`config.mk`:
```
export PLATFORM = sky130hd
export DESIGN_NAME = multicycle_control_unit
export DESIGN_NICKNAME = d
export VERILOG_FILES = /design/src/rtl/multicycle_control_unit.sv
export SDC_FILE = /design/constraint.sdc
export NUM_CORES = 1
export LEC_CHECK = 0
export ABC_AREA = 1
export CORE_ASPECT_RATIO = 1.5
export CORE_MARGIN = 8
export CORE_UTILIZATION = 39
export CTS_CLUSTER_SIZE = 14
export DETAILED_ROUTE_END_ITERATION = 10
export GPL_TIMING_DRIVEN = 1
export PLACE_DENSITY = 0.78
export SYNTH_ARGS = -nofsm -noshare
export SYNTH_HDL_FRONTEND = slang
export SYNTH_SLANG_ARGS = --single-unit
```
`constraint.sdc`:
```
create_clock -name clk -period 3.4 [get_ports clk]
set_clock_uncertainty 0.1 [all_clocks]
set_input_delay 0.51 -clock clk [delete_from_list [all_inputs] [get_ports clk]]
set_output_delay 0.51 -clock clk [all_outputs]
set_load 0.01 [all_outputs]
```
`src/rtl/multicycle_control_unit.sv`:
```
// Multicycle RV32I control FSM: FETCH/DECODE/EXECUTE/MEM/WB over a shared
// memory with a ready handshake and a wait-state timeout.
// Optional feature: define PERF_CNT_EN to add cycle_cnt/instret_cnt outputs.
module multicycle_control_unit #(
  parameter int unsigned MEM_TIMEOUT = 16,
  parameter int unsigned CNT_W       = 32
) (
  input  logic       clk,
  input  logic       reset,
  input  logic [6:0] opcode,
  input  logic [2:0] funct3,
  input  logic       funct7_5,
  input  logic       zero,
  input  logic       mem_ready,
  output logic       mem_req,
  output logic       mem_write,
  output logic       adr_src,
  output logic       ir_write,
  output logic       pc_write,
  output logic       reg_write,
  output logic [1:0] alu_src_a,
  output logic [1:0] alu_src_b,
  output logic [1:0] imm_src,
  output logic [1:0] result_src,
  output logic [2:0] alu_control,
  output logic [3:0] state_o,
  output logic       retire,
  output logic       illegal,
  output logic       mem_timeout
`ifdef PERF_CNT_EN
  ,
  output logic [CNT_W-1:0] cycle_cnt,
  output logic [CNT_W-1:0] instret_cnt
`endif
);

  typedef enum logic [3:0] {
    FETCH    = 4'd0,
    DECODE   = 4'd1,
    MEMADR   = 4'd2,
    MEMREAD  = 4'd3,
    MEMWB    = 4'd4,
    MEMWRITE = 4'd5,
    EXECR    = 4'd6,
    EXECI    = 4'd7,
    ALUWB    = 4'd8,
    BEQ      = 4'd9,
    JAL      = 4'd10,
    TRAP     = 4'd11
  } state_t;

  localparam logic [6:0] OP_LW  = 7'b0000011;
  localparam logic [6:0] OP_SW  = 7'b0100011;
  localparam logic [6:0] OP_R   = 7'b0110011;
  localparam logic [6:0] OP_I   = 7'b0010011;
  localparam logic [6:0] OP_BEQ = 7'b1100011;
  localparam logic [6:0] OP_JAL = 7'b1101111;

  localparam logic [2:0] ALU_ADD = 3'b000;
  localparam logic [2:0] ALU_SUB = 3'b001;
  localparam logic [2:0] ALU_AND = 3'b010;
  localparam logic [2:0] ALU_OR  = 3'b011;
  localparam logic [2:0] ALU_SLT = 3'b101;

  localparam int unsigned       WAIT_W   = $clog2(MEM_TIMEOUT);
  localparam logic [WAIT_W-1:0] WAIT_MAX = WAIT_W'(MEM_TIMEOUT - 1);

  // Out-of-range parameter values elaborate an empty, easily spotted block.
  if (MEM_TIMEOUT < 2 || CNT_W < 1) begin : g_unsupported_params
  end

  state_t            state, state_next;
  logic [WAIT_W-1:0] wait_cnt;
  logic [2:0]        funct_alu;
  logic              timeout_hit, decode_illegal;
  logic              mem_req_r, mem_write_r, ir_write_r, pc_write_r, reg_write_r, retire_r;

  always_comb begin
    funct_alu = ALU_ADD;
    case (funct3)
      3'b000:  funct_alu = (funct7_5 && opcode[5]) ? ALU_SUB : ALU_ADD;
      3'b010:  funct_alu = ALU_SLT;
      3'b110:  funct_alu = ALU_OR;
      3'b111:  funct_alu = ALU_AND;
      default: funct_alu = ALU_ADD;
    endcase
  end

  always_comb begin
    state_next     = state;
    mem_req_r      = 1'b0;
    mem_write_r    = 1'b0;
    ir_write_r     = 1'b0;
    pc_write_r     = 1'b0;
    reg_write_r    = 1'b0;
    retire_r       = 1'b0;
    adr_src        = 1'b0;
    alu_src_a      = 2'b00;
    alu_src_b      = 2'b00;
    imm_src        = 2'b00;
    result_src     = 2'b00;
    alu_control    = ALU_ADD;
    timeout_hit    = 1'b0;
    decode_illegal = 1'b0;
    case (state)
      FETCH: begin
        mem_req_r = 1'b1;
        alu_src_b = 2'b10;
        if (mem_ready) begin
          ir_write_r = 1'b1;
          pc_write_r = 1'b1;
          state_next = DECODE;
        end else if (wait_cnt == WAIT_MAX) begin
          timeout_hit = 1'b1;
          state_next  = TRAP;
        end
      end
      DECODE: begin
        alu_src_a = 2'b01;
        alu_src_b = 2'b01;
        imm_src   = 2'b10;
        case (opcode)
          OP_LW, OP_SW: state_next = MEMADR;
          OP_R:         state_next = EXECR;
          OP_I:         state_next = EXECI;
          OP_BEQ:       state_next = BEQ;
          OP_JAL:       state_next = JAL;
          default: begin
            decode_illegal = 1'b1;
            state_next     = TRAP;
          end
        endcase
      end
      MEMADR: begin
        alu_src_a  = 2'b10;
        alu_src_b  = 2'b01;
        imm_src    = opcode[5] ? 2'b01 : 2'b00;
        state_next = opcode[5] ? MEMWRITE : MEMREAD;
      end
      MEMREAD: begin
        mem_req_r = 1'b1;
        adr_src   = 1'b1;
        if (mem_ready) begin
          state_next = MEMWB;
        end else if (wait_cnt == WAIT_MAX) begin
          timeout_hit = 1'b1;
          state_next  = TRAP;
        end
      end
      MEMWRITE: begin
        mem_req_r   = 1'b1;
        mem_write_r = 1'b1;
        adr_src     = 1'b1;
        if (mem_ready) begin
          retire_r   = 1'b1;
          state_next = FETCH;
        end else if (wait_cnt == WAIT_MAX) begin
          timeout_hit = 1'b1;
          state_next  = TRAP;
        end
      end
      MEMWB: begin
        reg_write_r = 1'b1;
        result_src  = 2'b01;
        retire_r    = 1'b1;
        state_next  = FETCH;
      end
      EXECR: begin
        alu_src_a   = 2'b10;
        alu_control = funct_alu;
        state_next  = ALUWB;
      end
      EXECI: begin
        alu_src_a   = 2'b10;
        alu_src_b   = 2'b01;
        alu_control = funct_alu;
        state_next  = ALUWB;
      end
      ALUWB: begin
        reg_write_r = 1'b1;
        retire_r    = 1'b1;
        state_next  = FETCH;
      end
      BEQ: begin
        alu_src_a   = 2'b10;
        alu_control = ALU_SUB;
        pc_write_r  = zero;
        retire_r    = 1'b1;
        state_next  = FETCH;
      end
      JAL: begin
        alu_src_a   = 2'b01;
        alu_src_b   = 2'b10;
        pc_write_r  = 1'b1;
        reg_write_r = 1'b1;
        retire_r    = 1'b1;
        state_next  = FETCH;
      end
      TRAP:    state_next = TRAP;
      default: state_next = TRAP;
    endcase
  end

  always_ff @(posedge clk) begin
    if (!reset) begin
      state       <= FETCH;
      wait_cnt    <= '0;
      illegal     <= 1'b0;
      mem_timeout <= 1'b0;
    end else begin
      state <= state_next;
      if (decode_illegal) illegal <= 1'b1;
      if (timeout_hit) mem_timeout <= 1'b1;
      if (mem_req_r && !mem_ready && state_next == state) wait_cnt <= wait_cnt + 1'b1;
      else wait_cnt <= '0;
    end
  end

  // Synchronous reset still lets the old state decode, so enables are masked by reset.
  assign mem_req   = reset & mem_req_r;
  assign mem_write = reset & mem_write_r;
  assign ir_write  = reset & ir_write_r;
  assign pc_write  = reset & pc_write_r;
  assign reg_write = reset & reg_write_r;
  assign retire    = reset & retire_r;
  assign state_o   = state;

`ifdef PERF_CNT_EN
  always_ff @(posedge clk) begin
    if (!reset) begin
      cycle_cnt   <= '0;
      instret_cnt <= '0;
    end else begin
      if (state != TRAP) cycle_cnt <= cycle_cnt + 1'b1;
      if (retire_r) instret_cnt <= instret_cnt + 1'b1;
    end
  end
`endif

endmodule

```
Word level (Yosys, flattened, before mapping)
Index checks and enable logic that the tools add are counted.
- flip-flop bits (word level): 10
- input port bits: 15
- output and inout bits: 24
- logic and storage cells: 78
- add/sub/neg operators: 1
- equal/unequal tests: 21
- mux-type cells: 28
- bitwise logic cells: 6
- reductions and logical operators: 18
- operators with widths (kind ; count):
    case mux 4 bit (7 select lines) ; 1
    case mux 4 bit (5 select lines) ; 1
    equality test 4 x 3 -> 1 bit (second input constant) ; 4
    equality test 4 bit (second input constant) ; 4
    two-way mux 4 bit ; 4
    equality test 7 x 6 -> 1 bit (second input constant) ; 2
    equality test 7 bit (second input constant) ; 2
    two-way mux 1 bit ; 14
    case mux 2 bit (2 select lines) ; 3
    case mux 3 bit (4 select lines) ; 1
    OR reduction 2 bit ; 5
    OR reduction 3 bit ; 3
    equality test 4 x 2 -> 1 bit (second input constant) ; 2
    OR reduction 4 bit ; 2
    equality test 7 x 2 -> 1 bit (second input constant) ; 1
    equality test 7 x 5 -> 1 bit (second input constant) ; 1
    AND 1 bit ; 6
    equality test 3 bit (second input constant) ; 2
    case mux 3 bit (2 select lines) ; 1
    OR reduction 6 bit ; 1
    adder 4 x 1 -> 4 bit (second input constant) ; 1
    equality test 4 x 1 -> 1 bit (second input constant) ; 1
    equality test 4 bit ; 1
    zero test 4 bit ; 1
    other kinds (8) ; 10

Longest topological paths before layout
Gate-level depths: netlist (run 1).
- depth in word-level cells: 7
- mapped depth: 10
- gate-level depth less buffers: 10

Least setup slack after synthesis (run 1)
No wires, ideal clock.
- kind: reg-to-output
- start: register state[3], in the netlist state_o[3]
- end: output port alu_control[2]
- arrival: 1150 ps
- data required time: 2790 ps
- path slack: 1640 ps
- stages on the path, launching flop included: 6
- buffers on the path: 0
- cells stage by stage: dfxtp_1 > inv_1 > nand2_1 > nor2_1 > inv_1 > nor4_1
- cells in the longest elaborated chain, start to end: 3
- elaborated cells on any way between the ends: 5
- classes of those cells: eq/ne (3); mux (1); reduce/logical (1)
- ends and longest elaborated chain (item ; RTL line ; text):
    start, declared ; 72 ; state_t state, state_next;
    start signal, assigned ; 211 ; state <= state_next;
    equality test 4 x 3 -> 1 bit ; 105 ; case (state)
    OR reduction 2 bit (no line) ; -- ;
    case mux 3 bit (2 select lines) * ; 105 ;
    end, declared ; 25 ; output logic [2:0] alu_control,
Mark *: on every way between the ends. The rest lies on a longest branch, timed or not.

Worst setup path in the final report (run 1)
- start: input port reset
- end: output port retire
- cells in the longest elaborated chain, start to end: 1
- ends and longest elaborated chain (item ; RTL line ; text):
    start, declared ; 9 ; input logic reset,
    AND 1 bit ; 225 ; assign retire = reset & retire_r;
    end, declared ; 27 ; output logic retire,
Every way passes these cells.

==> results.txt, run 1 <==
----------------------------------------------------
[Final layout]
  Fraction of layout instances using a drive strength above 1 ... 6.630%
  Antenna fix cells ... 0
  Area growth syn-to-layout ... 51.56%
  NumNets Final ... 199
  Number of filler instances in the final layout ... 213

[Synth]
  Proportion of synthesized chip area in sequential cells ... 25.00%
  Leading register cell type out of synthesis ... dfxtp_1
  Share of the synthesized area in the top cell type ... 25.00%
  Number of synthesized flops with an enable pin ... 0
  Per-instance average area after synthesis ... 5.639 um^2
  Post-synthesis instance area ... 800.8 um^2
  Synth top area cells ... dfxtp_1 (25%), nand2_1 (20%), inv_1 (11%), nor2_1 (9.4%), a21oi_1 (5.6%)
  Seq cells post-synth ... 10
  Count of warnings emitted by yosys ... 0
  Post-synth ARST share ... 0%
  Top cell types by occurrence after synthesis ... nand2_1 (42), inv_1 (24), nor2_1 (20)
  Synthesized Nets ... 158
  Number of library cell types mapped by synthesis ... 23
  Cell taking the most area after synthesis ... dfxtp_1
  Cells after Synth ... 142
  Most used standard cell by instance count after synthesis ... nand2_1

[Die]
  Total die area ... 3789 um^2
  # rows ... 20
  Core region area ... 1977 um^2
  Height of the die ... 71.50 um
  DIE WIDTH ... 53.00 um
  IO Pins ... 39
  Initial Utilization ... 40.51%

[Route]
  Total routed wirelength ... 2339 um
  Per-cell routed wire length ... 11.52 um
  Pre-antenna DRT Iters ... 4
  Initial drt markers ... 25
  Avg Vias per Cell ... 4.926
  Residual DRC count ... 0
  Via total after detailed routing ... 1000
  Antenna-violating nets left ... 0

[Worst setup path]
  Critical path data arrival time ... 2.10 ns
  Worst Setup End Kind ... output pin
  Critical path class ... input pin to output pin
  Worst Path Max Fanout ... 10
  Worst Path Required ... 2.79 ns
  FF-to-FF setup slack ... 1.91 ns
  Launching element type of the critical path ... input pin

[Power and ir drop]
  Leakage power total ... 0.0005982 uW
  Largest vdd supply drop ... 0.4568 mV
  Cell Pwr Density ... 635.4 nW/um^2
  Total Power ... 771.1 uW

[Run]
  MaxCap Viol Count ... 0

[Timing]
  # setup viols final ... 0
  Sum of negative setup slack ... 0 ns
  RSZ-0062 raised after global routing ... false
  Timing-limited maximum frequency ... 369.2 MHz
  Period Utilization, post-route ... 79.67%
  Count of final hold-check violations ... 0
  Slew Viols, Final ... 0
  Min cycle time layout ... 2.709 ns

[CTS]
  Later-pin clock latency in the skew report ... 0.26 ns
  Number of buffers inserted to repair setup after CTS ... 0
  Clock root buffer ... clkbuf_4
  Deepest level of the CTS H-tree ... 1
  TritonCTS clock tree ... yes
  Cts bufs inserted ... 3
  Deepest clock path buffer count ... 2
  Number of clock sinks ... 10
  Number of hold buffers added after cts ... 0
  CTS clk-pin slew, worst paths ... 0.06 ns
  Post-cts sizing count ... 0

[Placed design]
  HPWL after detailed placement ... 2028 um
  IO Port Bufs ... 37
  Weighted congestion reported at the end of routability-driven placement ... 0.8432

[Global route]
  Residual overflow from global routing ... 0
  Pin count of the biggest net entering global routing ... 11
  Via count of the first global-routing pass ... 976
  Total global-route track usage ... 12.24%
  First-pass GRT wire length ... 3795 um
  Antenna violations before repair ... 0

[Outcome]
  Run status ... complete, no violations

[Min path]
  Class of the tightest hold or removal check ... flip-flop to flip-flop

----------------------------------------------------
## cell usage in the layout (no fill, tap or decap), types with 3 or more instances in the layout
cell	n
a21oi_1	9
nor2_2	3
a31oi_1	3
nand2_1	42
dfxtp_1	10
inv_1	24
nor2_1	20
clkbuf_4	3
clkdlybuf4s50_1	37
o21ai_0	5
nand3_1	8
## layer usage
metal,vias up,track usage [%],share of wire (%)
met1,437,12.66,40
met4,0,3.757,1.0
met2,30,22.51,50
li1,528,-,-
met3,5,2.899,8.7
met5,-,0,0
## worst max-delay path, cell delays in order
cell and delay, ns:
clkdlybuf4s50_1 0.51, clkinv_1 0.27, a31oi_1 0.23, clkdlybuf4s50_1 0.57
## worst paths after layout
path                       startpoint                        to  cells after the start
max                             reset                    retire                      4
min          mem_timeout$_SDFFE_PN0P_  mem_timeout$_SDFFE_PN0P_                      2
max reg2reg    wait_cnt[0]$_SDFF_PN0_    wait_cnt[2]$_SDFF_PN0_                      8
min reg2reg  mem_timeout$_SDFFE_PN0P_  mem_timeout$_SDFFE_PN0P_                      2
## area by class of cell
| type | instances | area, um^2 | area share (%) |
|---|---|---|---|
| tap | 22 | 27.53 | 2.268 |
| timing repair buffer | 37 | 370.4 | 30.52 |
| multi-input combinational | 104 | 491.7 | 40.52 |
| clock buffer | 3 | 22.52 | 1.856 |
| inverter | 27 | 101.3 | 8.351 |
| sequential | 10 | 200.2 | 16.49 |
## sequential cells by signal, indices dropped and copies added (netlist names)
signal and flops:
state_o 4, illegal 1, mem_timeout 1, wait_cnt 4
## stage by stage
step / std cells / hold slack [ns] / area, um^2 / util [%] / worst slack, ns
after floorplan: 142 / 0.3179 / 800.8 / - / 1.640
after global placement: 200 / 0.3365 / 1191 / 60.25 / 0.7196
after detailed placement: 200 / 0.3428 / 1191 / 60.25 / 0.6758
after CTS: 203 / 0.3546 / 1214 / 61.39 / 0.6758
after global routing: 203 / 0.3696 / 1214 / 61.39 / 0.5279
final: 203 / 0.3526 / 1214 / 61.39 / 0.6912
## where the power goes
part | leakage (uW) | switching [uW] | internal [uW]
clock network | 0.0000138 | 35.9 | 40.6
logic | 0.000503 | 273 | 244
registers | 0.0000815 | 32.8 | 145
## kinds of logic (layout without fill, tap and decap cells)
kind of cell    Yosys count  count (layout)  share of synthesized area [%]
other cells               1               1                         0.4683
compound gates           19              19                          12.97
buf+inv                  28              67                          13.59
xor+xnor                  2               2                          2.188
fa+ha+maj                 1               1                          1.562
simple gates             81              81                          44.22
flops                    10              10                          25.00
Note: power is estimated with default switching activity, not from simulation.
==> run 2: changes to the inputs <==
==> constraint.sdc (replaced) <==
create_clock -name clk -period 2.6 [get_ports clk]
set_clock_uncertainty 0.1 [all_clocks]
set_input_delay 0.39 -clock clk [delete_from_list [all_inputs] [get_ports clk]]
set_output_delay 0.39 -clock clk [all_outputs]
set_load 0.01 [all_outputs]
==> run 2 against run 1 <==
  * Critical path depth is 3 higher
  * Core utilization is 0.63 points higher
  * Final cell count is 0.49% higher
  * Clock power is 32% higher
  * Cell area is 1.0% higher
  * Sequential share of layout area is 0.17 points lower
  * Via count is 0.10% lower
  * Clock-buffer cell count stayed put
  * Global-route usage is 0.28 points lower
  * Wire length is 3.3% higher
  * Setup slack worse by 0.53 ns
  * Largest cell class unchanged
  * Largest power group unchanged
==> results.txt, run 2 (synthesis gave the netlist of run 1 again) <==
----------------------------------------------------
[Min path]
  Class of the tightest hold or removal check ... flip-flop to flip-flop (unchanged)
  Start point of the worst hold path ... mem_timeout$_SDFFE_PN0P_ (unchanged)

[Global route]
  Total global-route track usage ... 11.96% (was 12.24%)
  First-pass GRT wire length ... 3629 um (was 3795 um)
  Pin count of the biggest net entering global routing ... 7 (was 11)
  Residual overflow from global routing ... 0 (unchanged)
  Via count of the first global-routing pass ... 923 (was 976)
  Antenna violations before repair ... 0 (unchanged)

[Route]
  Avg Vias per Cell ... 4.897 (was 4.926)
  Top routing layer in use ... met4 (unchanged)
  Initial drt markers ... 50 (was 25)
  Residual DRC count ... 0 (unchanged)
  Per-cell routed wire length ... 11.84 um (was 11.52 um)
  Routed length on met2 ... 1212 um (was 1178 um)
  Routed wl met3 ... 205 um (was 203 um)
  Routed metal-1 wirelength ... 955 um (was 932 um)
  Pre-antenna DRT Iters ... 4 (unchanged)
  Total routed wirelength ... 2416 um (was 2339 um)
  Antenna-violating nets left ... 0 (unchanged)
  Via total after detailed routing ... 999 (was 1000)

[Worst setup path]
  WP buf/inv ... 3 (unchanged)
  Worst Path Required ... 2.11 ns (was 2.79 ns)
  Launching element of the worst setup path ... state_o[3]$_SDFF_PN0_ (was reset)
  Ordered list of cells on the worst path ... inv_1 -> nor2_2 -> nand2_1 -> o21ai_0 -> o21ai_0 -> inv_1 -> clkdlybuf4s50_1 (was clkdlybuf4s50_1 -> clkinv_1 -> a31oi_1 -> clkdlybuf4s50_1)
  Worst-path cell with the longest stage delay ... clkdlybuf4s50_1 (unchanged)
  Startpoint of the lowest-slack register-to-register path ... wait_cnt[0]$_SDFF_PN0_ (unchanged)
  Worst path top cell family by delay ... buffers and inverters (unchanged)
  Launching element type of the critical path ... flip-flop (was input pin)
  Critical path class ... flip-flop to output pin (was input pin to output pin)
  Worst Path Max Fanout ... 5 (was 10)
  Worst Setup End Kind ... output pin (unchanged)
  Critical path data arrival time ... 1.95 ns (was 2.10 ns)
  Max incr delay on CP ... 0.53 ns (was 0.57 ns)

[Final layout]
  Leading cell type in the layout, fill and taps excluded ... nand2_1 (unchanged)
  Antenna fix cells ... 0 (unchanged)
  Fraction of layout instances using a drive strength above 1 ... 7.692% (was 6.630%)
  Area growth syn-to-layout ... 53.13% (was 51.56%)
  NumNets Final ... 200 (was 199)
  Final cell area excluding filler cells ... 1226 um^2 (was 1214 um^2)
  Final core utilization ... 62.03% (was 61.39%)
  Commonest non-fill, non-tap cells in the layout ... nand2_1 (42), clkdlybuf4s50_1 (36), inv_1 (24) (was nand2_1 (42), clkdlybuf4s50_1 (37), inv_1 (24))

[Placed design]
  Cell Area, Placed ... 1199 um^2 (was 1191 um^2)
  HPWL after detailed placement ... 2033 um (was 2028 um)
  DP Worst Slack ... 0.2199 ns (was 0.6758 ns)
  Weighted congestion reported at the end of routability-driven placement ... 0.8540 (was 0.8432)
  IO Port Bufs ... 37 (unchanged)

[Timing]
  # setup viols final ... 0 (unchanged)
  Sum of negative setup slack ... 0 ns (unchanged)
  RSZ-0062 raised after global routing ... false (unchanged)
  Min cycle time layout ... 2.436 ns
  Final setup slack of the worst path ... 0.1640 ns (was 0.6912 ns)
  Timing-limited maximum frequency ... 410.5 MHz
  Period Utilization, post-route ... 93.69%
  Slew Viols, Final ... 0 (unchanged)
  Count of final hold-check violations ... 0 (unchanged)

[CTS]
  Clock root buffer ... clkbuf_4 (unchanged)
  Deepest clock path buffer count ... 2 (unchanged)
  Number of clock sinks ... 10 (unchanged)
  TritonCTS clock tree ... yes (unchanged)
  CTS clk-pin slew, worst paths ... 0.06 ns (about the same)
  Later-pin clock latency in the skew report ... 0.26 ns (about the same)
  Deepest level of the CTS H-tree ... 1 (unchanged)
  Cts bufs inserted ... 3 (unchanged)

[Die]
  Height of the die ... 71.50 um (unchanged)
  Core region area ... 1977 um^2 (unchanged)
  # rows ... 20 (unchanged)
  Initial Utilization ... 40.51% (unchanged)
  IO Pins ... 39 (unchanged)
  DIE WIDTH ... 53.00 um (unchanged)
  Total die area ... 3789 um^2 (unchanged)

[Run]
  MaxCap Viol Count ... 0 (unchanged)

[Power and ir drop]
  Largest vdd supply drop ... 0.5028 mV (was 0.4568 mV)
  Total Power ... 1019 uW (was 771.1 uW)
  Cell Pwr Density ... 831.0 nW/um^2 (was 635.4 nW/um^2)
  Leakage power total ... 0.0006213 uW (was 0.0005982 uW)

[Outcome]
  Run status ... complete, no violations (unchanged)

----------------------------------------------------
[run 2: cell types whose count changed in the layout (fill, tap and decap cells not counted)]
cell,delta
nor2_2,+1
clkdlybuf4s50_1,-1
buf_4,+1
dlymetal6s2s_1,+1
nor2_1,-1
[run 2: routing by layer]
metal	track usage, %	vias up
met1	10.87	433
met2	22.77	36
met3	3.106	7
li1	-	523
met4	5.202	0
met5	0	-
[run 2: area by class of cell]
class,instances,area [um^2]
Inverter,27,101.3
Fill cell,207,750.7
Tap cell,22,27.53
Multi-Input combinational cell,104,494.2
Sequential cell,10,200.2
Timing Repair Buffer,38,380.4
Clock buffer,3,22.52
[run 2: worst register-to-register path, stage by stage (launching register included)]
cell     delay [ns]
dfxtp_1        0.37
ha_1           0.20
nand3_1        0.17
a21oi_1        0.23
nand2_1        0.08
nand2_1        0.06
inv_1          0.04
nand3_2        0.09
nor2_1         0.05
[run 2: what timing repair did]
item	in CTS	in global routing
gates resized for setup	0	2
hold buffers	0	0
buffers inserted	0	0
endpoints found under the setup margin	0	1
[run 2: power by group]
group	switching, uW	internal, uW	total (uW)	leakage (uW)
Combinational	362	320	683	0.000526
Sequential	44.9	190	235	0.0000815
Clock	47.8	53.2	101	0.0000138
[run 2: worst paths after layout]
| kind | slack (ns) | endpoint | depth (start not counted) |
|---|---|---|---|
| max | 0.16 | alu_control[0] | 7 |
| min | 0.35 | mem_timeout$_SDFFE_PN0P_ | 2 |
| max reg2reg | 1.11 | wait_cnt[3]$_SDFF_PN0_ | 8 |
| min reg2reg | 0.35 | mem_timeout$_SDFFE_PN0P_ | 2 |
[run 2: through the flow]
stage	hold WS [ns]	std cells
4_1_cts	0.3513	204
3_3_place_gp	0.3359	201
5_1_grt	0.3669	204
3_5_place_dp	0.3395	201
6_report	0.3536	204
2_1_floorplan	0.3179	142
